File: src/rtl/issue_scoreboard_if.sv
// Decode / issue / writeback signal bundle for issue_scoreboard.
// The master side is the surrounding pipeline (decoder, execute, writeback);
// the slave side is the scoreboard itself.
interface issue_scoreboard_if;
  // decoder -> scoreboard
  logic       dec_valid;
  logic       dec_ready;
  logic [6:0] dec_opcode;
  logic [4:0] dec_rd;
  logic [4:0] dec_rs1;
  logic [4:0] dec_rs2;
  // scoreboard -> execute
  logic       iss_valid;
  logic       iss_ready;
  logic [6:0] iss_opcode;
  logic [4:0] iss_rd;
  logic [4:0] iss_rs1;
  logic [4:0] iss_rs2;
  // writeback -> scoreboard
  logic       wb_valid;
  logic [4:0] wb_rd;

  modport master (
    output dec_valid, dec_opcode, dec_rd, dec_rs1, dec_rs2,
    input  dec_ready,
    input  iss_valid, iss_opcode, iss_rd, iss_rs1, iss_rs2,
    output iss_ready,
    output wb_valid, wb_rd
  );

  modport slave (
    input  dec_valid, dec_opcode, dec_rd, dec_rs1, dec_rs2,
    output dec_ready,
    output iss_valid, iss_opcode, iss_rd, iss_rs1, iss_rs2,
    input  iss_ready,
    input  wb_valid, wb_rd
  );
endinterface

File: src/rtl/issue_scoreboard.sv
// Register scoreboard plus single-entry issue slot between decode and execute.
// Stalls decode on RAW/WAW hazards against in-flight writers, drains the pipe
// before FENCE/SYSTEM, clears busy bits on writeback and empties on flush.
module issue_scoreboard #(
  parameter int NREG    = 32,
  parameter int STALL_W = 16
) (
  input  logic               clk,
  input  logic               rst_n,
  input  logic               flush,
  issue_scoreboard_if.slave  bus,
  output logic [NREG-1:0]    busy,
  output logic               drain_st,
  output logic [STALL_W-1:0] stall_cnt
);

  // RISC-V major opcodes
  localparam logic [6:0] OP_LOAD   = 7'b0000011;
  localparam logic [6:0] OP_MEM    = 7'b0001111;
  localparam logic [6:0] OP_IMM    = 7'b0010011;
  localparam logic [6:0] OP_AUIPC  = 7'b0010111;
  localparam logic [6:0] OP_STORE  = 7'b0100011;
  localparam logic [6:0] OP_OP     = 7'b0110011;
  localparam logic [6:0] OP_LUI    = 7'b0110111;
  localparam logic [6:0] OP_BRANCH = 7'b1100011;
  localparam logic [6:0] OP_JALR   = 7'b1100111;
  localparam logic [6:0] OP_JAL    = 7'b1101111;
  localparam logic [6:0] OP_SYS    = 7'b1110011;

  localparam logic [0:0] ST_RUN   = 1'b0;
  localparam logic [0:0] ST_DRAIN = 1'b1;

  function automatic logic f_uses_rs1(input logic [6:0] op);
    return op inside {OP_OP, OP_IMM, OP_JALR, OP_BRANCH, OP_LOAD, OP_STORE};
  endfunction

  function automatic logic f_uses_rs2(input logic [6:0] op);
    return op inside {OP_OP, OP_BRANCH, OP_STORE};
  endfunction

  function automatic logic f_writes_rd(input logic [6:0] op);
    return op inside {OP_OP, OP_IMM, OP_LUI, OP_AUIPC, OP_JAL, OP_JALR, OP_LOAD};
  endfunction

  logic [0:0]         state_q, state_d;
  logic [NREG-1:0]    busy_q, busy_d;
  logic               iss_valid_q, iss_valid_d;
  logic [6:0]         iss_opcode_q, iss_opcode_d;
  logic [4:0]         iss_rd_q, iss_rd_d;
  logic [4:0]         iss_rs1_q, iss_rs1_d;
  logic [4:0]         iss_rs2_q, iss_rs2_d;
  logic [STALL_W-1:0] stall_cnt_q, stall_cnt_d;

  logic [NREG-1:0] eff_busy;
  logic            dec_uses_rs1, dec_uses_rs2, dec_writes_rd;
  logic            hazard, slot_free, drain_ok, is_drain_op;
  logic            dec_ready, accept;

  // Decode classification and hazard detection with same-cycle writeback bypass
  always_comb begin
    // NOTE: every signal written here gets a default first so no latch is inferred.
    eff_busy = busy_q;
    if (bus.wb_valid) eff_busy[bus.wb_rd] = 1'b0;
    dec_uses_rs1  = f_uses_rs1(bus.dec_opcode) && (bus.dec_rs1 != 5'd0);
    dec_uses_rs2  = f_uses_rs2(bus.dec_opcode) && (bus.dec_rs2 != 5'd0);
    dec_writes_rd = f_writes_rd(bus.dec_opcode) && (bus.dec_rd != 5'd0);
    hazard = (dec_uses_rs1  && eff_busy[bus.dec_rs1]) ||
             (dec_uses_rs2  && eff_busy[bus.dec_rs2]) ||
             (dec_writes_rd && eff_busy[bus.dec_rd]);
    slot_free   = !iss_valid_q || bus.iss_ready;
    drain_ok    = (eff_busy == '0) && slot_free;
    is_drain_op = (bus.dec_opcode == OP_MEM) || (bus.dec_opcode == OP_SYS);
  end

  // RUN/DRAIN control: decides dec_ready and the next FSM state
  always_comb begin
    state_d   = state_q;
    dec_ready = 1'b0;
    case (state_q)
      ST_RUN: begin
        if (flush) begin
          dec_ready = 1'b0;
        end else if (bus.dec_valid && is_drain_op) begin
          state_d = ST_DRAIN;
        end else begin
          dec_ready = slot_free && !hazard;
        end
      end
      ST_DRAIN: begin
        if (flush) begin
          state_d = ST_RUN;
        end else if (drain_ok) begin
          // the fence/system instruction itself carries no register dependencies
          dec_ready = 1'b1;
          if (bus.dec_valid) state_d = ST_RUN;
        end
      end
      default: state_d = ST_RUN;
    endcase
    accept = bus.dec_valid && dec_ready;
  end

  // Issue slot: load on accept, hold while stalled, empty on take or flush
  always_comb begin
    iss_valid_d  = iss_valid_q;
    iss_opcode_d = iss_opcode_q;
    iss_rd_d     = iss_rd_q;
    iss_rs1_d    = iss_rs1_q;
    iss_rs2_d    = iss_rs2_q;
    if (accept) begin
      iss_valid_d  = 1'b1;
      iss_opcode_d = bus.dec_opcode;
      iss_rd_d     = bus.dec_rd;
      iss_rs1_d    = bus.dec_rs1;
      iss_rs2_d    = bus.dec_rs2;
    end else if (flush || bus.iss_ready) begin
      iss_valid_d = 1'b0;
    end
  end

  // Busy vector: writeback clears, killed slot writer clears, accept sets (set wins)
  always_comb begin
    busy_d = busy_q;
    if (bus.wb_valid) busy_d[bus.wb_rd] = 1'b0;
    if (flush && iss_valid_q && !bus.iss_ready && f_writes_rd(iss_opcode_q))
      busy_d[iss_rd_q] = 1'b0;
    if (accept && dec_writes_rd) busy_d[bus.dec_rd] = 1'b1;
    busy_d[0] = 1'b0;
  end

  // Saturating count of cycles where decode offered an instruction and was refused
  always_comb begin
    stall_cnt_d = stall_cnt_q;
    if (bus.dec_valid && !dec_ready && !flush && (stall_cnt_q != '1))
      stall_cnt_d = stall_cnt_q + STALL_W'(1);
  end

  // State registers
  always_ff @(posedge clk or negedge rst_n) begin
    if (!rst_n) begin
      // NOTE: the busy vector is plain flops, not a memory, so it is fully reset here.
      state_q      <= ST_RUN;
      busy_q       <= '0;
      iss_valid_q  <= 1'b0;
      iss_opcode_q <= '0;
      iss_rd_q     <= '0;
      iss_rs1_q    <= '0;
      iss_rs2_q    <= '0;
      stall_cnt_q  <= '0;
    end else begin
      // NOTE: non-blocking assignments so every flop samples pre-edge values.
      state_q      <= state_d;
      busy_q       <= busy_d;
      iss_valid_q  <= iss_valid_d;
      iss_opcode_q <= iss_opcode_d;
      iss_rd_q     <= iss_rd_d;
      iss_rs1_q    <= iss_rs1_d;
      iss_rs2_q    <= iss_rs2_d;
      stall_cnt_q  <= stall_cnt_d;
    end
  end

  assign bus.dec_ready  = dec_ready;
  assign bus.iss_valid  = iss_valid_q;
  assign bus.iss_opcode = iss_opcode_q;
  assign bus.iss_rd     = iss_rd_q;
  assign bus.iss_rs1    = iss_rs1_q;
  assign bus.iss_rs2    = iss_rs2_q;
  assign busy           = busy_q;
  assign drain_st       = (state_q == ST_DRAIN);
  assign stall_cnt      = stall_cnt_q;

endmodule

File: src/flat_wrapper.sv
// flat-port wrapper written by rule: the top's interface ports become plain ports
module issue_scoreboard_flat 
#(
  parameter int NREG    = 32,
  parameter int STALL_W = 16
)
  (clk, rst_n, flush, busy, drain_st, stall_cnt, bus_dec_valid, bus_dec_opcode, bus_dec_rd, bus_dec_rs1, bus_dec_rs2, bus_dec_ready, bus_iss_valid, bus_iss_opcode, bus_iss_rd, bus_iss_rs1, bus_iss_rs2, bus_iss_ready, bus_wb_valid, bus_wb_rd);
  issue_scoreboard_if bus_i ();
  input  logic clk;
  input  logic rst_n;
  input  logic flush;
  output logic [NREG-1:0] busy;
  output logic drain_st;
  output logic [STALL_W-1:0] stall_cnt;
  input wire logic [$bits(bus_i.dec_valid)-1:0] bus_dec_valid;
  input wire logic [$bits(bus_i.dec_opcode)-1:0] bus_dec_opcode;
  input wire logic [$bits(bus_i.dec_rd)-1:0] bus_dec_rd;
  input wire logic [$bits(bus_i.dec_rs1)-1:0] bus_dec_rs1;
  input wire logic [$bits(bus_i.dec_rs2)-1:0] bus_dec_rs2;
  output wire logic [$bits(bus_i.dec_ready)-1:0] bus_dec_ready;
  output wire logic [$bits(bus_i.iss_valid)-1:0] bus_iss_valid;
  output wire logic [$bits(bus_i.iss_opcode)-1:0] bus_iss_opcode;
  output wire logic [$bits(bus_i.iss_rd)-1:0] bus_iss_rd;
  output wire logic [$bits(bus_i.iss_rs1)-1:0] bus_iss_rs1;
  output wire logic [$bits(bus_i.iss_rs2)-1:0] bus_iss_rs2;
  input wire logic [$bits(bus_i.iss_ready)-1:0] bus_iss_ready;
  input wire logic [$bits(bus_i.wb_valid)-1:0] bus_wb_valid;
  input wire logic [$bits(bus_i.wb_rd)-1:0] bus_wb_rd;
  assign bus_i.dec_valid = bus_dec_valid;
  assign bus_i.dec_opcode = bus_dec_opcode;
  assign bus_i.dec_rd = bus_dec_rd;
  assign bus_i.dec_rs1 = bus_dec_rs1;
  assign bus_i.dec_rs2 = bus_dec_rs2;
  assign bus_dec_ready = bus_i.dec_ready;
  assign bus_iss_valid = bus_i.iss_valid;
  assign bus_iss_opcode = bus_i.iss_opcode;
  assign bus_iss_rd = bus_i.iss_rd;
  assign bus_iss_rs1 = bus_i.iss_rs1;
  assign bus_iss_rs2 = bus_i.iss_rs2;
  assign bus_i.iss_ready = bus_iss_ready;
  assign bus_i.wb_valid = bus_wb_valid;
  assign bus_i.wb_rd = bus_wb_rd;
  issue_scoreboard #(.NREG(NREG), .STALL_W(STALL_W)) u_core (.clk(clk), .rst_n(rst_n), .flush(flush), .bus(bus_i), .busy(busy), .drain_st(drain_st), .stall_cnt(stall_cnt));
endmodule
File: config.mk
export PLATFORM = sky130hd
export DESIGN_NAME = issue_scoreboard_flat
export DESIGN_NICKNAME = d
export VERILOG_FILES = /design/src/rtl/issue_scoreboard_if.sv /design/src/rtl/issue_scoreboard.sv /design/src/flat_wrapper.sv
export SDC_FILE = /design/constraint.sdc
export NUM_CORES = 1
export LEC_CHECK = 0
export ABC_AREA = 1
export BUFFER_PORTS_ARGS = -buffer_cell sky130_fd_sc_hd__buf_2
export CORE_ASPECT_RATIO = 1.75
export CORE_UTILIZATION = 52
export CTS_BUF_LIST = sky130_fd_sc_hd__clkbuf_8
export CTS_CLUSTER_SIZE = 8
export DETAILED_ROUTE_END_ITERATION = 10
export HOLD_SLACK_MARGIN = 0.08
export PLACE_DENSITY = 0.9
export SYNTH_ARGS = -nofsm -noshare
export SYNTH_HDL_FRONTEND = slang
export SYNTH_SLANG_ARGS = --single-unit
File: constraint.sdc
create_clock -name clk -period 1.9 [get_ports clk]
set_input_delay 0.285 -clock clk [delete_from_list [all_inputs] [get_ports clk]]
set_output_delay 0.285 -clock clk [all_outputs]
set_load 0.05 [all_outputs]
==> results.py, run 1 <==
metrics = {
    "clocking": {
        "cts_root_buffer": "clkbuf_8",
        "numCtsBuffers": 9,
        "cts.sinks": 71,
        "cts_buffer_depth": 2,
        "htreeDepth": 3,
    },
    "place": {
        "placed_area_um2": 6790,
        "place.gp.congestion": 1.09,
        "port_buffers": 104,
        "pre_cts_ws_ns": -0.723,
        "dp.final_hpwl_mm": 14.3,
    },
    "floorplan": {
        "initial_core_util": 0.534,
        "num_rows": 48,
        "die_w_um": 77.8,
        "die_h_um": 135,
        "ioPinCount": 106,
    },
    "yosys": {
        "netlist_area_um2": 5230,
        "synthesis.instances": 796,
        "yosysWarnings": 0,
        "synth.distinct_cells": 34,
        "postSynthNetCount": 830,
        "syn_avg_cell_area_um2": 6.57,
        "ys_ff_latch": 71,
        "ys_seq_area_frac": 0.340,
    },
    "timing": {
        "worstEpCategory": "primary output",
        "grt_repair_worst_endpoint": "bus_dec_ready",
    },
    "global_route": {
        "grt_overflow_total": 12,
        "grt_usage": 0.700,
        "grt_max_degree": 72,
    },
    "status": {
        "tool.error": "[ERROR GRT-0232] Routing congestion too high. Check the congestion heatmap in the GUI.",
        "lastStage": "global routing",
        "outcome": "aborted with a tool error",
    },
}
==> synthesized netlist by cell type (all sizes together) <==
| cell | number | area (um2) |
|---|---|---|
| a2111oi | 1 | 8.76 |
| a21boi | 3 | 22.5 |
| a21oi | 9 | 48.8 |
| a221oi | 1 | 8.76 |
| a32oi | 1 | 8.76 |
| buf | 21 | 140 |
| clkbuf | 7 | 26.3 |
| conb | 1 | 3.75 |
| dfrtp | 71 | 1780 |
| ha | 1 | 12.5 |
| inv | 85 | 319 |
| nand2 | 271 | 1020 |
| nand3 | 150 | 763 |
| nand4 | 28 | 175 |
| nor2 | 53 | 230 |
| nor3 | 6 | 30.0 |
| nor3b | 1 | 7.51 |
| nor4 | 4 | 25.0 |
| o21a | 2 | 15.0 |
| o21ai | 11 | 55.1 |
| o21bai | 54 | 405 |
| o22ai | 1 | 6.26 |
| o31ai | 1 | 7.51 |
| xnor2 | 6 | 52.6 |
| xor2 | 7 | 61.3 |
==> per-stage QoR <==
step	instances	setup TNS (ns)
floorplan	796	-6.41
global placement	1114	-38.16
detailed placement	1114	-44.03
CTS	1148	-19.40
==> cells by family after synthesis <==
| logic type | synth area share |
|---|---|
| buf+inv | 0.0929 |
| flops | 0.340 |
| simple gates | 0.430 |
| fa+ha+maj | 0.00239 |
| other cells | 0.000717 |
| xor+xnor | 0.0218 |
| compound gates | 0.112 |
==> timing repair <==
item / CTS
hold buffers: 1
endpoints found under the hold margin: 71
pin swaps: 15
gates resized for setup: 59
endpoints found under the setup margin: 71
gates cloned: 5
buffers inserted: 13
==> metal layers <==
| layer | overflow | track usage |
|---|---|---|
| met5 | 0 | 0.120 |
| met4 | 7 | 0.677 |
| met3 | 0 | 0.541 |
| met2 | 5 | 0.878 |
| met1 | 0 | 0.706 |
==> inputs of run 2 (changes only) <==
CORE_ASPECT_RATIO = default   (was 1.75)
CORE_UTILIZATION = 40   (was 52)
CTS_BUF_LIST = default   (was sky130_fd_sc_hd__clkbuf_8)
CTS_CLUSTER_SIZE = default   (was 8)
HOLD_SLACK_MARGIN = default   (was 0.08)
PLACE_DENSITY = default   (was 0.9)
PLACE_DENSITY_LB_ADDON = 0.15   (was default)
clock period = 2.5 ns   (was 1.9 ns; I/O delays follow)
==> results.py, run 2 <==
metrics = {
    "place": {
        "place.gp.congestion": 0.935,
        "placed_area_um2": 6650,
        "place_inst": 1138,
        "port_buffers": 104,
        "pre_cts_ws_ns": -0.374,
        "dp.final_hpwl_mm": 14.2,
    },
    "clocking": {
        "hold_buffers": 0,
        "htreeDepth": 3,
        "cts_tree": "built",
        "numCtsBuffers": 9,
        "cts_root_buffer": "clkbuf_16",
        "cts_buffer_depth": 2,
        "clock_latency_ns": 0.35,
        "clkSlewWorstSetupHoldPaths_ns": 0.06,
        "cts.sinks": 71,
    },
    "cells_and_area": {
        "final_cells": 1178,
        "stdcell_area_um2": 7750,
        "n_fill_cell": 1201,
        "post-route-util": 0.612,
        "diodes": 0,
        "syn_to_final_growth_pct": 48.3,
        "largest_reg_flops": 31,
        "final_nets": 1036,
        "drive_gt1_frac": 0.339,
        "final_common_cell": "nand2_1",
        "final_cell_mix": "214 x nand2_1, 136 x nand3_1, 96 x buf_2, 91 x buf_4, 75 x inv_1",
    },
    "floorplan": {
        "core-area_um2": 12700,
        "ioPinCount": 106,
        "die_w_um": 116,
        "die_h_um": 116,
        "num_rows": 41,
        "initial_core_util": 0.413,
        "dieArea_um2": 13500,
    },
    "timing": {
        "fin_skew_ns": 0.00735,
        "setup_viol": 1,
        "drv_slew": 0,
        "grt_setup_unrepaired": "true",
        "timing.final.crit_share": 1.03,
        "hold_viol": 0,
        "whs_ns": 0.0294,
        "timing.fmax_ghz": 0.387,
        "fin_ws_ns": -0.0840,
        "fin_crit_ns": 2.58,
    },
    "routing": {
        "vias_per_cell": 5.44,
        "drtIter0Drc": 663,
        "routedWlPerCell_um": 17.4,
        "postRouteWirelength_mm": 20.5,
        "drt_first_pass_iters": 5,
        "ant_nets": 0,
        "drc": 0,
        "num_vias": 6408,
    },
    "yosys": {
        "synth.most_common_cell": "nand2_1",
        "synth_top_area_share": 0.340,
        "synth_top_area_cell": "dfrtp_1",
        "synth_edf_count": 0,
        "synthFlopType": "dfrtp_1",
        "netlist_area_um2": 5230,
        "ys_seq_area_frac": 0.340,
        "synthesis.instances": 796,
        "ys_ff_latch": 71,
        "synth_common_cells": "271 x nand2_1, 149 x nand3_1, 84 x inv_1",
        "synthArstFlopShare": 1.00,
        "syn_avg_cell_area_um2": 6.57,
        "yosysWarnings": 0,
        "synth.distinct_cells": 34,
        "postSynthNetCount": 830,
        "ys_top_cells_by_area": "dfrtp_1 34%, nand2_1 19%, nand3_1 14%",
    },
    "global_route": {
        "grt_overflow_total": 0,
        "grt_pass1_vias": 5789,
        "grt_usage": 0.303,
        "grt_pass1_wl_mm": 30.8,
        "grt_max_degree": 72,
        "grt_antenna_before_repair": 0,
    },
    "worst_setup_path": {
        "reg2reg_to": "u_core.busy[19]$_DFF_PN0_",
        "critPathRequiredTime_ns": 2.12,
        "worst_r2r_path_depth": 16,
        "crit_type": "input port to primary output",
        "r2r_start": "u_core.busy[18]$_DFF_PN0_",
        "worstPathArrival_ns": 2.21,
        "worstSetupEndpointType": "primary output",
        "critPathLaunchType": "input port",
        "critPathMaxFanout": 4,
        "r2r_slack_ns": 0.09,
    },
    "min_path": {
        "hp-class": "input port to asynchronous set/reset pin",
    },
    "pwr": {
        "power_density_nw_per_um2": 516,
        "max-vdd-ir-drop_v": 0.000330,
        "cellLeakagePower_uw": 0.00415,
    },
    "flow_run": {
        "drv_cap": 0,
    },
    "status": {
        "outcome": "finished with violations",
        "violations": "setup timing",
    },
}
## run 2: worst max-delay path by stage
stage | endpoint | slack, ns | from
floorplan | u_core.bus.iss_valid$_DFFE_PN0P_ | 0.0008 | u_core.busy[11]$_DFF_PN0_
global placement | bus_dec_ready | -0.36 | bus_wb_rd[0]
detailed placement | u_core.bus.iss_rd[2]$_DFFE_PN0P_ | -0.37 | bus_wb_rd[0]
CTS | bus_dec_ready | 0.0001 | bus_wb_valid
global route | bus_dec_ready | -0.17 | bus_wb_rd[3]
finish | bus_dec_ready | -0.08 | bus_wb_rd[3]
## run 2: critical path, stage by stage
cell	delay [ns]
buf_12	0.09
nand2_8	0.06
nor2_4	0.22
buf_6	0.14
nand2_4	0.06
nand2_4	0.06
nand4_1	0.21
nor4_4	0.37
nand2_2	0.13
a21oi_4	0.19
nand2_4	0.09
clkinvlp_4	0.08
buf_8	0.14
## run 2: cells by family (layout without fill, tap and decap cells)
| group | Yosys count | after routing | synth area share |
|---|---|---|---|
| buffers and inverters | 113 | 320 | 0.0929 |
| AND/OR/NAND/NOR | 513 | 516 | 0.430 |
| adder cells (fa/ha/maj) | 1 | 1 | 0.00239 |
| AO/OA/AOI/OAI | 84 | 84 | 0.112 |
| XOR/XNOR | 13 | 13 | 0.0218 |
| flip-flops | 71 | 71 | 0.340 |
| other | 1 | 1 | 0.000717 |
## run 2: stage by stage
| step | power (uW) | setup TNS, ns |
|---|---|---|
| floorplan | 2140 | 0 |
| global placement | 2530 | -17.86 |
| detailed placement | 2530 | -18.23 |
| CTS | 3940 | 0 |
| global route | 4160 | -0.785 |
| finish | 4000 | -0.0840 |
## run 2: layout make-up
| class | instances | area [um2] | area share |
|---|---|---|---|
| inverter | 85 | 333 | 0.0429 |
| timing repair buffer | 220 | 1690 | 0.218 |
| sequential | 71 | 1780 | 0.229 |
| clock buffer | 10 | 239 | 0.0308 |
| tap | 172 | 215 | 0.0278 |
| clock inverter | 5 | 58.8 | 0.00759 |
| multi-input combinational | 615 | 3440 | 0.444 |
## run 2: where the power goes
part / leakage [uW] / total (uW) / switching, uW / internal [uW]
logic: 0.00306 / 1300 / 898 / 404
registers: 0.000949 / 1370 / 116 / 1250
clock network: 0.000141 / 1320 / 531 / 794
## run 2: repair_timing
action                                 in CTS  in global routing
buffers inserted                           17                  7
resized for setup                         122                 42
setup endpoints to repair                  23                 68
endpoints found under the hold margin       0                  0
pin swaps                                  36                 25
cloned                                      0                  3
## run 2: metal layers
metal / part of all wire / track usage / vias up
met4: 0.030 / 0.133 / 0
met3: 0.093 / 0.0503 / 63
met2: 0.44 / 0.449 / 365
met5: 0 / 0 / -
li1: - / - / 3040
met1: 0.44 / 0.431 / 2940
(Power assumes the default switching activity.)
